<file path="src/rtl/seq_packer_pkg.sv">
// Shared types and float-format constants for the fixed-point to IEEE-754 packer.
package seq_packer_pkg;
  typedef enum logic [1:0] {IDLE, ABS, NORM, PACK} state_e;

  localparam int FLOAT_BIAS = 127;
  localparam int MANT_BITS  = 23;
  localparam int EXP_BITS   = 8;
endpackage

</file>
<file path="src/rtl/seq_packer_if.sv">
// Start/done handshake bundle between the CORDIC return path and the packer.
interface seq_packer_if #(parameter int WIDTH = 22) ();
  logic             start;
  logic [WIDTH+1:0] data_in;
  logic             busy;
  logic             done;
  logic [31:0]      result;

  modport master (output start, data_in, input busy, done, result);
  modport slave  (input start, data_in, output busy, done, result);
endinterface

</file>
<file path="src/rtl/seq_packer.sv">
// Iterative signed fixed-point (1 int + WIDTH frac bits) to IEEE-754 single converter.
// Latency k+3 edges (zero: 2); define SEQ_PACKER_RNE_EN for round-to-nearest-even instead of truncation.
module seq_packer
  import seq_packer_pkg::*;
#(
  parameter int WIDTH = 22
) (
  input  logic         clk,
  input  logic         reset,
  seq_packer_if.slave  bus
);

  localparam int MW   = WIDTH + 2;
  localparam int KW   = $clog2(WIDTH + 2) + 1;
  localparam int EXTW = WIDTH + 1 + MANT_BITS;

  state_e               state_q, state_d;
  logic [MW-1:0]        mag_q, mag_d;
  logic [KW-1:0]        k_q, k_d;
  logic                 sign_q, sign_d;
  logic                 zero_q, zero_d;
  logic                 busy_q, busy_d;
  logic                 done_q, done_d;
  logic [31:0]          result_q, result_d;

  logic [EXTW-1:0]      ext;
  logic [MANT_BITS-1:0] mant;
  logic [EXP_BITS-1:0]  expo;
  logic [31:0]          packed_val;

  // Bits below the normalized MSB, right-padded so narrow WIDTHs still fill the mantissa.
  always_comb begin
    ext  = {mag_q[WIDTH:0], {MANT_BITS{1'b0}}};
    mant = MANT_BITS'(ext >> (EXTW - MANT_BITS));
    expo = EXP_BITS'(FLOAT_BIAS + 1) - EXP_BITS'(k_q);
`ifdef SEQ_PACKER_RNE_EN
    begin
      logic                 guard;
      logic                 sticky;
      logic [MANT_BITS:0]   mant_r;
      guard  = ext[WIDTH];
      sticky = |ext[WIDTH-1:0];
      mant_r = {1'b0, mant} + (MANT_BITS+1)'(guard & (sticky | mant[0]));
      mant   = mant_r[MANT_BITS-1:0];
      if (mant_r[MANT_BITS]) begin
        expo = expo + EXP_BITS'(1);
      end
    end
`endif
    packed_val = {sign_q, expo, mant};
  end

  always_comb begin
    state_d  = state_q;
    mag_d    = mag_q;
    k_d      = k_q;
    sign_d   = sign_q;
    zero_d   = zero_q;
    busy_d   = busy_q;
    done_d   = 1'b0;
    result_d = result_q;
    case (state_q)
      IDLE: begin
        if (bus.start) begin
          mag_d   = bus.data_in;
          sign_d  = bus.data_in[MW-1];
          busy_d  = 1'b1;
          state_d = ABS;
        end
      end
      ABS: begin
        k_d = '0;
        if (mag_q == '0) begin
          zero_d  = 1'b1;
          state_d = PACK;
        end else begin
          zero_d  = 1'b0;
          // Negating the most negative code wraps to itself, which reads correctly as unsigned 2.0.
          mag_d   = sign_q ? (~mag_q + MW'(1)) : mag_q;
          state_d = NORM;
        end
      end
      NORM: begin
        if (mag_q[MW-1]) begin
          state_d = PACK;
        end else begin
          mag_d = mag_q << 1;
          k_d   = k_q + KW'(1);
        end
      end
      PACK: begin
        result_d = zero_q ? 32'h0 : packed_val;
        done_d   = 1'b1;
        busy_d   = 1'b0;
        state_d  = IDLE;
      end
      default: state_d = IDLE;
    endcase
  end

  always_ff @(posedge clk) begin
    if (reset) begin
      state_q  <= IDLE;
      mag_q    <= '0;
      k_q      <= '0;
      sign_q   <= 1'b0;
      zero_q   <= 1'b0;
      busy_q   <= 1'b0;
      done_q   <= 1'b0;
      result_q <= 32'h0;
    end else begin
      state_q  <= state_d;
      mag_q    <= mag_d;
      k_q      <= k_d;
      sign_q   <= sign_d;
      zero_q   <= zero_d;
      busy_q   <= busy_d;
      done_q   <= done_d;
      result_q <= result_d;
    end
  end

  assign bus.busy   = busy_q;
  assign bus.done   = done_q;
  assign bus.result = result_q;

endmodule
</file>
<file path="src/flat_wrapper.sv">
// flat-port wrapper written by rule: the top's interface ports become plain ports
module seq_packer_flat import seq_packer_pkg::*;
#(
  parameter int WIDTH = 22
)
  (clk, reset, bus_start, bus_data_in, bus_busy, bus_done, bus_result);
  seq_packer_if #(.WIDTH(WIDTH)) bus_i ();
  input  logic clk;
  input  logic reset;
  input wire logic [$bits(bus_i.start)-1:0] bus_start;
  input wire logic [$bits(bus_i.data_in)-1:0] bus_data_in;
  output wire logic [$bits(bus_i.busy)-1:0] bus_busy;
  output wire logic [$bits(bus_i.done)-1:0] bus_done;
  output wire logic [$bits(bus_i.result)-1:0] bus_result;
  assign bus_i.start = bus_start;
  assign bus_i.data_in = bus_data_in;
  assign bus_busy = bus_i.busy;
  assign bus_done = bus_i.done;
  assign bus_result = bus_i.result;
  seq_packer #(.WIDTH(WIDTH)) u_core (.clk(clk), .reset(reset), .bus(bus_i));
endmodule
</file>
<file path="config.mk">
export PLATFORM = sky130hd
export DESIGN_NAME = seq_packer_flat
export DESIGN_NICKNAME = d
export VERILOG_FILES = /design/src/rtl/seq_packer_pkg.sv /design/src/rtl/seq_packer_if.sv /design/src/rtl/seq_packer.sv /design/src/flat_wrapper.sv
export SDC_FILE = /design/constraint.sdc
export NUM_CORES = 1
export LEC_CHECK = 0
export CAP_MARGIN = 20
export CORE_AREA = 10 10 142 79
export CTS_BUF_LIST = sky130_fd_sc_hd__clkbuf_16
export DETAILED_ROUTE_END_ITERATION = 8
export DIE_AREA = 0 0 152 89
export GPL_TIMING_DRIVEN = 0
export PLACE_DENSITY = 0.66
export RECOVER_POWER = 100
export SETUP_SLACK_MARGIN = 0.4
export SLEW_MARGIN = 20
export SYNTH_ARGS = -nofsm -noshare
export SYNTH_HDL_FRONTEND = slang
export SYNTH_SLANG_ARGS = --single-unit
</file>
<file path="constraint.sdc">
create_clock -name clk -period 4.34 [get_ports clk]
set_clock_uncertainty 0.15 [all_clocks]
set_input_delay 0.868 -clock clk [delete_from_list [all_inputs] [get_ports clk]]
set_output_delay 0.868 -clock clk [all_outputs]
set_load 0.03 [all_outputs]
</file>
==> impl_results.md <==
* Synth Flop Type: dfxtp_1
* Final wirelength at 13.5 mm
* Congestion Overflow GR at 0
* Vias in the first global route at ~3800
* Post-synth top area cell: dfxtp_1
* First-pass GRT wire length at between 20 and 25 mm
* Core Footprint at just under 9000 sq um
* Worst-Skew Late Latency at 0.34 ns
* WP depth at 6
* CP delay by family, top: compound AO/OA/AOI/OAI gates
* Net Count, Synth at 506
* Die width at 152 microns
* Worst setup SP type: register
* DRC errors left at 0
* Fin. Hold Viols at 0
* Most common cell after layout, fill and taps aside: dfxtp_1
* Top cells by area, synth: dfxtp_1 (37%), a21oi_1 (6.2%), nor2_1 (4.8%)
* RSZ-0062 raised after global routing: false
* IO Port Bufs at 60
* Setup WS pre-CTS at approximately 1.2 ns
* Buf+Inv Stages, Crit Path at 1
* Worst-path clk slew at 0.06 ns
* Commonest cells after routing, fill and taps aside: dfxtp_1 (68), nor2_1 (47), a21oi_1 (46)
* Status: finished with violations
* Layout cells sized above 1 at 0.0456
* FILL cells at between 800 and 900
* Initial core utilization at 0.412
* Tmin final at 3.51 ns
* Leakage power at 1.71 nW
* Syn Area/Cell at around 7.8 sq um
* Pin count of the biggest net entering global routing at 14
* Die height at 89 microns
* CP Max Fanout at 10
* Area delta synth->final at 28.5%
* PwrDens at 777 nW/um^2
* Die ar. at about 14000 sq um
* Placed cells at 653
* Peak supply drop at 0.449 mV
* Worst hold endpoint: u_core.bus.result[31]$_SDFFE_PP0P_
* Register area share after synthesis at 0.369
* Period utilisation layout at 0.810
* Failing checks: capacitance limit, slew limit
* Final Max Tran Viols at 10
* First-pass DRT Iterations at 5
* H-tree levels at 3
* Critical path arrival at ~3.6 ns
* Critical R2R Capture: u_core.mag_q[19]$_SDFFE_PP0P_
* Reg-to-reg slack, setup at 0.83 ns
* Crit Path Class: register to register
* Detail Placement HPWL at 9.98 mm
* Worst Hold Depth at 2
* Post-cts gate resize count at 0
* Number of synthesized flops with an enable pin at 0
* Tightest Hold Check Type: register to register
* Final nets at between 500 and 600
* Core Util, Final at 0.530
* Placer congestion estimate at 0.914
* Non-Filler Instances at 669
* Syn Inst Count at 472
* #FFs+latches synth at 68
* Ports at 61
* Total track usage at 0.200
* Setup Viol. Count Final at 0
* Hold slack at 0.309 ns
* Post-synth ARST share at 0
* Max frequency at 285 MHz
* Origin of the critical flop-to-flop path: u_core.mag_q[7]$_SDFFE_PP0P_
* Buffer count from post-CTS setup fixing at 0
* CTS Hold Bufs at 0
* CTS tree: built
* Top cell type's share of synthesized area at 0.369
* Setup TNS at 0 ns
* Mean routed wirelength per cell at 20.2 microns
* DR vias at 3951
* Crit path largest cell delay at 1.41 ns
* Drt initial violations at roughly 390
* Min-Delay Startpoint: u_core.bus.result[31]$_SDFFE_PP0P_
* Vias per std cell at a little under 6
* Diode count at 0
* Kind of end point of the critical path: register
* Crit-path cells: nor3_1 > nand4_1 > o31ai_1 > buf_6 > o21ai_0 > a21oi_1
* Number of buffers created by CTS at 9
* Synth cell types at 54
* Clock Path Buffers at 2
* Clock root buffer: clkbuf_16
* Relative slew slack at -0.0542
* Ys Warns at 0
* Synth Cell Area at 3690 sq um
* Antenna Nets Post-Route at 0
* Critical-path top delay cell: o31ai_1
* R2R cell count at 6
* Max cap viols at 1
* Worst-margin pin slew at between 1.5 and 2 ns
* PnR worst setup slack at a little over 0.8 ns
* Initial antenna violation count at 0
* Clk sinks at 68
* Required @ worst endpoint at roughly 4.5 ns
* Row cnt at 25
## stage by stage
stage	power, mW	instance area (sq um)
2_1_floorplan	2.27	3690
3_5_place_dp	2.87	4440
4_1_cts	3.68	4760
3_3_place_gp	2.85	4440
6_report	3.68	4740
5_1_grt	3.90	4740
## cell usage after synthesis (2+ instances only)
| cell | n |
|---|---|
| or3_1 | 4 |
| o32ai_1 | 10 |
| nand3_1 | 13 |
| a21oi_1 | 46 |
| a22oi_1 | 18 |
| inv_1 | 17 |
| o21a_1 | 2 |
| a31oi_1 | 13 |
| nor2b_1 | 17 |
| a32oi_1 | 3 |
| nand2_1 | 43 |
| o21ai_1 | 9 |
| o31ai_1 | 3 |
| and3_1 | 3 |
| nor2_1 | 47 |
| clkbuf_1 | 29 |
| o311a_1 | 2 |
| o21ai_0 | 15 |
| nand4_1 | 3 |
| ha_1 | 7 |
| nor4_1 | 11 |
| xnor2_1 | 2 |
| buf_1 | 4 |
| nor3_1 | 13 |
| buf_6 | 4 |
| nand2b_1 | 10 |
| o31a_1 | 5 |
| a21o_1 | 2 |
| a211oi_1 | 4 |
| o211ai_1 | 3 |
| and4_1 | 2 |
| dfxtp_1 | 68 |
| nand3b_1 | 11 |
| o311ai_0 | 3 |
| and2_1 | 3 |
| a311oi_1 | 5 |
## metal layers
layer  track usage  vias to the layer above  wire (microns)
li1              -                     1869               -
met1         0.292                     1888            6930
met2         0.279                      183            5160
met3        0.0644                       11            1350
met4        0.0304                        0              83
met5             0                        -               0
## report_power, final
part	internal (mW)	switching (mW)	leakage (nW)	total, mW
Clock	0.506	0.301	0.158	0.807
Sequential	0.757	0.195	0.553	0.951
Combinational	0.654	1.27	1.00	1.92
## state kept, by name, summed over array words and instances, names as in the netlist
| name | cells |
|---|---|
| u_core.bus.busy | 1 |
| u_core.bus.done | 1 |
| u_core.mag_q | 24 |
| u_core.sign_q | 1 |
| u_core.state_q | 2 |
| u_core.k_q | 6 |
| u_core.bus.result | 32 |
| u_core.zero_q | 1 |
## cell families after synthesis
| kind of cell | share of synthesized area |
|---|---|
| AO/OA/AOI/OAI | 0.274 |
| XOR/XNOR | 0.00475 |
| adder cells (fa/ha/maj) | 0.0237 |
| multiplexers | 0.00271 |
| AND/OR/NAND/NOR | 0.259 |
| flip-flops | 0.369 |
| buffers and inverters | 0.0665 |
## worst max-delay path by stage
stage               slack [ns]                      startpoint                       endpoint
floorplan                 2.08                       bus_start   u_core.mag_q[4]$_SDFFE_PP0P_
global placement          1.24                       bus_start  u_core.mag_q[16]$_SDFFE_PP0P_
detailed placement        1.19                       bus_start  u_core.mag_q[16]$_SDFFE_PP0P_
CTS                       1.44  u_core.state_q[0]$_SDFFE_PP0P_  u_core.mag_q[16]$_SDFFE_PP0P_
global route              0.65    u_core.mag_q[7]$_SDFFE_PP0P_  u_core.mag_q[11]$_SDFFE_PP0P_
finish                    0.83    u_core.mag_q[7]$_SDFFE_PP0P_  u_core.mag_q[19]$_SDFFE_PP0P_
## worst min-delay path, delay by kind of cell, from the launching register on
family	cells	cell delay (ns)
compound gates	1	0.05
flops	1	0.31
simple gates	1	0.05
## layout make-up
cell class | count | area, sq um | share of cell area
tap | 121 | 151 | 0.0320
clock buffer | 9 | 225 | 0.0475
buffer | 39 | 181 | 0.0383
clock inverter | 7 | 98.8 | 0.0209
timing repair buffer | 60 | 601 | 0.127
multi-input combinational | 348 | 2060 | 0.434
inverter | 17 | 63.8 | 0.0135
sequential | 68 | 1360 | 0.287
Note: power is estimated with default switching activity, not from simulation.
